$ cat config.mk
export PLATFORM = sky130hd
export DESIGN_NAME = mul_div_unit_flat
export DESIGN_NICKNAME = d
export VERILOG_FILES = /design/src/rtl/rv_m_pkg.sv /design/src/rtl/mul_div_unit_if.sv /design/src/rtl/mul_div_unit.sv /design/src/flat_wrapper.sv
export SDC_FILE = /design/constraint.sdc
export NUM_CORES = 1
export LEC_CHECK = 0
export ABC_CLOCK_PERIOD_IN_PS = 12850
export CORE_MARGIN = 2
export CORE_UTILIZATION = 40
export CTS_CLUSTER_DIAMETER = 80
export CTS_CLUSTER_SIZE = 28
export DETAILED_ROUTE_END_ITERATION = 7
export PLACE_DENSITY = 0.67
export SLEW_MARGIN = 20
export SYNTH_ARGS = -nofsm -noshare
export SYNTH_HDL_FRONTEND = slang
export SYNTH_SLANG_ARGS = --single-unit
$ cat constraint.sdc
create_clock -name clk -period 12.85 [get_ports clk]
set_input_delay 2.57 -clock clk [delete_from_list [all_inputs] [get_ports clk]]
set_output_delay 2.57 -clock clk [all_outputs]
set_load 0.02 [all_outputs]
$ cat src/rtl/rv_m_pkg.sv
// Shared RV32M definitions: funct3 op encodings, mul/div FSM states,
// iteration count and small op-class helpers.
package rv_m_pkg;

  typedef enum logic [2:0] {
    OP_MUL    = 3'b000,
    OP_MULH   = 3'b001,
    OP_MULHSU = 3'b010,
    OP_MULHU  = 3'b011,
    OP_DIV    = 3'b100,
    OP_DIVU   = 3'b101,
    OP_REM    = 3'b110,
    OP_REMU   = 3'b111
  } m_op_e;

  typedef enum logic [1:0] {
    IDLE,
    CALC,
    DONE
  } mdu_state_e;

  localparam int MDU_ITERS = 32;

  // funct3[2] separates the divide group from the multiply group
  function automatic logic op_is_div(m_op_e op);
    return op[2];
  endfunction

  // rs1 is treated as signed for MULH, MULHSU, DIV and REM
  function automatic logic op_signed_a(m_op_e op);
    return (op == OP_MULH) || (op == OP_MULHSU) || (op == OP_DIV) || (op == OP_REM);
  endfunction

  // rs2 is treated as signed for MULH, DIV and REM
  function automatic logic op_signed_b(m_op_e op);
    return (op == OP_MULH) || (op == OP_DIV) || (op == OP_REM);
  endfunction

endpackage

$ cat src/rtl/mul_div_unit_if.sv
// Request/response bundle between the core and the multiply/divide unit.
interface mul_div_unit_if #(
  parameter int XLEN = 32
);
  logic            start;
  logic [2:0]      funct3;
  logic [XLEN-1:0] opA;
  logic [XLEN-1:0] opB;
  logic            busy;
  logic            done;
  logic [XLEN-1:0] result;

  modport master (output start, funct3, opA, opB, input busy, done, result);
  modport slave  (input start, funct3, opA, opB, output busy, done, result);
endinterface

$ cat src/rtl/mul_div_unit.sv
// Iterative RV32M multiply/divide unit. Multiply is radix-2 shift-add,
// divide is restoring division; both run 32 iterations sharing one
// counter, the latched operand magnitudes and a 64-bit accumulator.
module mul_div_unit
  import rv_m_pkg::*;
#(
  parameter int XLEN = 32
) (
  input logic           clk,
  input logic           rst,
  mul_div_unit_if.slave bus
);

  localparam logic [XLEN-1:0] MIN_NEG = {1'b1, {(XLEN-1){1'b0}}};

  mdu_state_e        state, state_nxt;
  m_op_e             op, op_in;
  logic [5:0]        cnt;
  logic [2*XLEN-1:0] acc, acc_nxt, mul_nxt, div_nxt, prod;
  logic [XLEN-1:0]   a_reg, b_reg, result_r;
  logic              sign_a, sign_b, sign_a_in, sign_b_in;
  logic              accept, last, busy, done;
  logic              div_zero, div_ovf, special;
  logic [XLEN-1:0]   special_res, calc_res, quo, rem;
  logic [XLEN:0]     mul_sum, trial;
  logic [XLEN-1:0]   sub_lo, new_rem;
  logic              q_bit;

  assign op_in     = m_op_e'(bus.funct3);
  assign accept    = (state == IDLE) && bus.start;
  assign last      = (cnt == 6'(MDU_ITERS - 1));
  assign sign_a_in = op_signed_a(op_in) & bus.opA[XLEN-1];
  assign sign_b_in = op_signed_b(op_in) & bus.opB[XLEN-1];

  // Special-case detection and result on the incoming request
  always_comb begin
    div_zero    = op_is_div(op_in) && (bus.opB == '0);
    div_ovf     = ((op_in == OP_DIV) || (op_in == OP_REM)) &&
                  (bus.opA == MIN_NEG) && (bus.opB == '1);
    special     = div_zero || div_ovf;
    special_res = '0;
    if (div_zero)
      special_res = ((op_in == OP_DIV) || (op_in == OP_DIVU)) ? '1 : bus.opA;
    else if (div_ovf)
      special_res = (op_in == OP_DIV) ? MIN_NEG : '0;
  end

  // One iteration of shift-add multiply or restoring divide, plus final sign fix-up
  always_comb begin
    mul_sum = {1'b0, acc[2*XLEN-1:XLEN]} + (a_reg[0] ? {1'b0, b_reg} : '0);
    mul_nxt = {mul_sum, acc[XLEN-1:1]};
    trial   = {acc[2*XLEN-1:XLEN], a_reg[XLEN-1]};
    q_bit   = (trial >= {1'b0, b_reg});
    sub_lo  = trial[XLEN-1:0] - b_reg;
    new_rem = q_bit ? sub_lo : trial[XLEN-1:0];
    div_nxt = {new_rem, acc[XLEN-2:0], q_bit};
    acc_nxt = op_is_div(op) ? div_nxt : mul_nxt;
    prod    = (sign_a ^ sign_b) ? -acc_nxt : acc_nxt;
    quo     = (sign_a ^ sign_b) ? -acc_nxt[XLEN-1:0] : acc_nxt[XLEN-1:0];
    rem     = sign_a ? -acc_nxt[2*XLEN-1:XLEN] : acc_nxt[2*XLEN-1:XLEN];
    case (op)
      OP_MUL:            calc_res = prod[XLEN-1:0];
      OP_DIV, OP_DIVU:   calc_res = quo;
      OP_REM, OP_REMU:   calc_res = rem;
      default:           calc_res = prod[2*XLEN-1:XLEN];
    endcase
  end

  // State register
  always_ff @(posedge clk or negedge rst) begin
    if (!rst) state <= IDLE;
    else      state <= state_nxt;
  end

  // Next-state and status outputs
  always_comb begin
    state_nxt = state;
    busy      = (state != IDLE);
    done      = (state == DONE);
    case (state)
      IDLE:    if (bus.start) state_nxt = special ? DONE : CALC;
      CALC:    if (last) state_nxt = DONE;
      DONE:    state_nxt = IDLE;
      default: state_nxt = IDLE;
    endcase
  end

  // Operand latch, iteration datapath and result register
  always_ff @(posedge clk or negedge rst) begin
    if (!rst) begin
      op       <= OP_MUL;
      a_reg    <= '0;
      b_reg    <= '0;
      sign_a   <= 1'b0;
      sign_b   <= 1'b0;
      cnt      <= '0;
      acc      <= '0;
      result_r <= '0;
    end else if (accept) begin
      op     <= op_in;
      sign_a <= sign_a_in;
      sign_b <= sign_b_in;
      a_reg  <= sign_a_in ? -bus.opA : bus.opA;
      b_reg  <= sign_b_in ? -bus.opB : bus.opB;
      cnt    <= '0;
      acc    <= '0;
      if (special) result_r <= special_res;
    end else if (state == CALC) begin
      acc   <= acc_nxt;
      a_reg <= op_is_div(op) ? {a_reg[XLEN-2:0], 1'b0} : {1'b0, a_reg[XLEN-1:1]};
      cnt   <= cnt + 6'd1;
      if (last) result_r <= calc_res;
    end
  end

  assign bus.busy   = busy;
  assign bus.done   = done;
  assign bus.result = result_r;

endmodule

$ cat src/flat_wrapper.sv
// flat-port wrapper written by rule: the top's interface ports become plain ports
module mul_div_unit_flat import rv_m_pkg::*;
#(
  parameter int XLEN = 32
)
  (clk, rst, bus_start, bus_funct3, bus_opA, bus_opB, bus_busy, bus_done, bus_result);
  mul_div_unit_if #(.XLEN(XLEN)) bus_i ();
  input logic clk;
  input logic rst;
  input wire logic [$bits(bus_i.start)-1:0] bus_start;
  input wire logic [$bits(bus_i.funct3)-1:0] bus_funct3;
  input wire logic [$bits(bus_i.opA)-1:0] bus_opA;
  input wire logic [$bits(bus_i.opB)-1:0] bus_opB;
  output wire logic [$bits(bus_i.busy)-1:0] bus_busy;
  output wire logic [$bits(bus_i.done)-1:0] bus_done;
  output wire logic [$bits(bus_i.result)-1:0] bus_result;
  assign bus_i.start = bus_start;
  assign bus_i.funct3 = bus_funct3;
  assign bus_i.opA = bus_opA;
  assign bus_i.opB = bus_opB;
  assign bus_busy = bus_i.busy;
  assign bus_done = bus_i.done;
  assign bus_result = bus_i.result;
  mul_div_unit #(.XLEN(XLEN)) u_core (.clk(clk), .rst(rst), .bus(bus_i));
endmodule
After elaboration in Yosys (flattened, before gate mapping)
Cells that the tools add are included.

storage, ports and cells
  register bits = 173
  input bits = 70

operators by class
  magnitude comparators = 1
  muxes and demuxes = 28
  add/sub/neg operators = 8
  bitwise operators = 3
  reduce and logical (&&, ||, !) cells = 22
  equality and inequality tests = 17

operators by type and width
  kind                    number
  $mux W32                17
  $mux W64                4
  $neg A32 Y32            4
  $pmux W32 S3            1
  $eq A32 B32 Y1 const B  2
  $neg A64 Y64            1
  $add A32 B33 Y33        1
  $ge A33 B32 Y1          1
  $logic_not A32 Y1       1
  $sub A32 B32 Y32        1
  $eq A3 B3 Y1 const B    7
  $mux W6                 2
  $logic_or A1 B1 Y1      8
  $add A6 B1 Y6 const B   1
  $eq A6 B5 Y1 const B    1
  $mux W2                 3
  $reduce_bool A2 Y1      3
  $logic_and A1 B1 Y1     4
  $ne A2 B2 Y1 const B    2
  $pmux W2 S2             1
  $reduce_or A2 Y1        2
  $eq A3 B1 Y1 const B    1
  $eq A3 B2 Y1 const B    1
  $logic_not A3 Y1        1
  8 further kinds         9

Logic depth before layout (Yosys ltp)
  word-level depth = 9
  depth in mapped cells = 26
  gate-level depth less buffers = 23

Least setup slack after synthesis
Ideal clock, no wire load.

  path type = input to register
  start point = in bus_opB[0]
  end point = reg u_core.result_r[22] (netlist: u_core.bus.result[22])
  data arrival time = 5.371 ns
  cell stages on the path = 14
  path slack = 7.334 ns
  cell sequence = inv_1 > ha_1 > nand3b_1 > or3_1 > or3_1 > nor2_1 > and4b_1 > a31oi_1 > nand2b_1 > and2_1 > clkbuf_1 > clkbuf_1 > a221oi_1 > o221ai_1

on the way
  longest elaborated chain between the ends = 6
  elaborated cells between the ends (all ways) = 11
  those cells by class = eq/ne: 2; mux: 4; reduce/logical: 5

ends and longest elaborated chain
  element               line                 source
  from (decl)           flat_wrapper.sv:13   input wire logic [$bits(bus_i.opB)-1:0] bus_opB;
  $eq A32 B32 Y1        mul_div_unit.sv:39   (bus.opA == MIN_NEG) && (bus.opB == '1);
  $logic_and A1 B1 Y1   mul_div_unit.sv:39
  $mux W32              mul_div_unit.sv:44   else if (div_ovf)
  $mux W32              mul_div_unit.sv:42   if (div_zero)
  $mux W32              mul_div_unit.sv:107  if (special) result_r <= special_res;
  $mux W32              mul_div_unit.sv:99   end else if (accept) begin
  to (signal assigned)  mul_div_unit.sv:107
  to (signal assigned)  mul_div_unit.sv:112  if (last) result_r <= calc_res;
  to (decl)             mul_div_unit.sv:20   logic [XLEN-1:0] a_reg, b_reg, result_r;

Several ways; a longest one is shown, not always the timed one. The select of a mux whose other input is x is not followed.
A chain may end at the register's enable or synchronous reset.

Worst setup path after layout
  start point = in bus_opB[2]
  end point = reg u_core.result_r[1] (netlist: u_core.bus.result[1])

The elaborated chain is that of the path after synthesis.

==> flow_summary.toml <==
[status]
status = "finished clean"

[grt]
groute.usage.overall = 0.282
antenna_found_initial = 0
grt_pass1_wl_mm = 95.8
grt_pass1_vias = 16300
grt_max_degree = 113
grt.overflow.total = 0

[worst_setup_path]
critical_path.endpoint = "u_core.bus.result[1]"
rrSetupSlack_ns = 6.57
cp.arrival_ns = 6.77
startpoint = "bus_opB[2]"
critPathMaxStageDelay_ns = 0.50
start_kind = "input pin"
r2r_cells = 15
required_ns = 13.20
crit_chain = "clkdlybuf4s50_1, nor3_1, nand3b_1, or3_1, or3_1, nor2_1, and4b_1, a31oi_1, nand2b_1, and2_1, inv_1, o211ai_1, o21a_1"
cp_top_family = "simple AND/OR/NAND/NOR gates"
r2r_end = "u_core.bus.result[30]"
path_class = "in -> reg"
crit_cells = 13
crit_slowest_cell = "clkdlybuf4s50_1"
r2r_start = "u_core.acc[52]"
critPathBufInv = 2
end_kind = "register"
critPathMostFrequentCell = "or3_1"
crit_fanout = 26

[clock_tree]
cts_sinks = 173
clk_latency_ns = 0.45
clockBufferDepth = 2
cts.clk_slew.worst_paths_ns = 0.08
cts_tree = "done"
ctsResizeCount = 0
cts-root-buf = "clkbuf_16"
ctsHoldBuffers = 0
h-tree-depth = 4
cts_inserted_buffers = 17
cts_setup_buffers = 0

[timing]
finalSetupTns_ns = 0
tightest_slew_ns = 1.05
fmax_mhz = 156
slew_headroom = 0.293
whs_ns = 0.490
setup_viol = 0
skew_ns = 0.00959
final.min_clock_period_ns = 6.42
rsz0062_at_grt = "no"
slew_violations = 0
post-route-period-util = 0.500
hold_violations = 0

[synth]
synth-edff-count = 0
synth.avg_cell_area_um2 = 7.65
synth-async-reset-ratio = 1.00
synthCells = 2194
syn_area_um2 = 16800
synthesis.nets = 2336
ys_ff_latch = 173
synth_seq_area_share = 0.258
ys_warn_count = 0
ys.flop_type = "dfrtp_1"
synth.distinct_cells = 90

[floorplan]
die_w_um = 209
die-area_um2 = 43600
ioPinCount = 104
die_h_um = 209
core_area_um2 = 41700
initial_core_util = 0.403
num_rows = 75

[layout]
layout_common_cells = "o21ai_0 (240), nand2_1 (233), dfrtp_1 (172), nor2_1 (144), a21oi_1 (132)"
diodes = 0
layout_commonest_cell = "o21ai_0"
multi_input_area_um2 = 11700
largest_register_ffs = 64
fillers = 4153
regArea_um2 = 4330
syn_to_final_growth_pct = 11.6
drive_gt1_frac = 0.0476
layout.nets = 2336
max_flop_register = "u_core.acc"

[detailed_routing]
drc = 0
via_count = 17300
viasPerCell = 6.30
wirelength_mm = 62.3
wl_per_cell_um = 22.7
drt_iter0_markers = 1800
dr.pass1.iters = 6
ant_nets = 0

[min_path]
hp-class = "reg -> reg"

[placed_design]
gp_congestion = 0.957
dp_hpwl_mm = 47.2
portBuffers = 103

[run]
maxCapViolations = 0
[synth_stat cells, types with 19 or more instances]
| master | instances | area [µm²] |
|---|---|---|
| a211oi_1 | 22 | 165 |
| o21a_1 | 19 | 143 |
| dfrtp_1 | 173 | 4330 |
| xnor2_1 | 88 | 771 |
| ha_1 | 70 | 876 |
| and2_1 | 44 | 275 |
| nand4_1 | 34 | 213 |
| or3_1 | 22 | 138 |
| o211ai_1 | 59 | 443 |
| nand3_1 | 118 | 591 |
| nor3_1 | 60 | 300 |
| o31ai_1 | 22 | 165 |
| nor4_1 | 19 | 119 |
| clkbuf_1 | 112 | 420 |
| nor2_1 | 144 | 541 |
| nand2_1 | 234 | 878 |
| xor2_1 | 85 | 744 |
| a21o_1 | 24 | 180 |
| nand2b_1 | 24 | 150 |
| a21oi_1 | 132 | 661 |
| inv_1 | 63 | 236 |
| o21ai_0 | 240 | 1200 |
| a31oi_1 | 34 | 213 |
| mux2i_1 | 68 | 681 |
[tightest hold or removal path: stages (launching register included)]
cell and delay, ns:
dfrtp_1 0.34, nand2_1 0.06, nand3_1 0.06
[metrics by stage]
step	std cells	instance area [µm²]	worst slack (ns)	utilization
after floorplan	2194	16800	7.33	-
after global placement	2714	18100	6.12	0.435
after detailed placement	2714	18100	6.04	0.435
after CTS	2746	18700	6.52	0.450
after global routing	2746	18700	6.21	0.450
final	2746	18700	6.43	0.450
[final cells by class]
| type | count | share of cell area |
|---|---|---|
| Tap cell | 539 | 0.0360 |
| Clock buffer | 20 | 0.0244 |
| Inverter | 64 | 0.0128 |
| Sequential cell | 173 | 0.231 |
| Timing Repair Buffer | 126 | 0.0646 |
| Multi-Input combinational cell | 1812 | 0.623 |
| Clock inverter | 12 | 0.00808 |
[kinds of logic (layout without fill, tap and decap cells)]
family | Yosys count | after routing | synth area share
mux | 70 | 70 | 0.0419
compound gates | 709 | 709 | 0.272
simple gates | 788 | 788 | 0.234
xor+xnor | 173 | 173 | 0.0903
buf+inv | 209 | 222 | 0.0491
fa+ha+maj | 72 | 72 | 0.0546
flops | 173 | 173 | 0.258
[routing by layer]
layer,share of wire,vias up,wire length (µm),track usage
li1,-,8093,-,-
met1,0.44,8398,27300,0.379
met2,0.44,689,27500,0.434
met3,0.079,123,4950,0.0651
met4,0.041,0,2560,0.124
met5,0,-,0,0
[worst min path at each step]
stage / end / slack (ns) / cells after the start / startpoint
6_report: u_core.bus.result[8] / 0.49 / 2 / u_core.bus.result[8]
5_1_grt: u_core.bus.result[8] / 0.52 / 2 / u_core.bus.result[8]
4_1_cts: u_core.bus.result[8] / 0.49 / 2 / u_core.bus.result[8]
3_5_place_dp: u_core.bus.result[8] / 0.47 / 2 / u_core.bus.result[8]
3_3_place_gp: u_core.bus.result[8] / 0.48 / 2 / u_core.bus.result[8]
2_1_floorplan: u_core.cnt[5] / 0.46 / 1 / u_core.cnt[5]
Power is not shown: default switching activity piles up to over one toggle a cycle in this logic, so the estimate is an artifact.
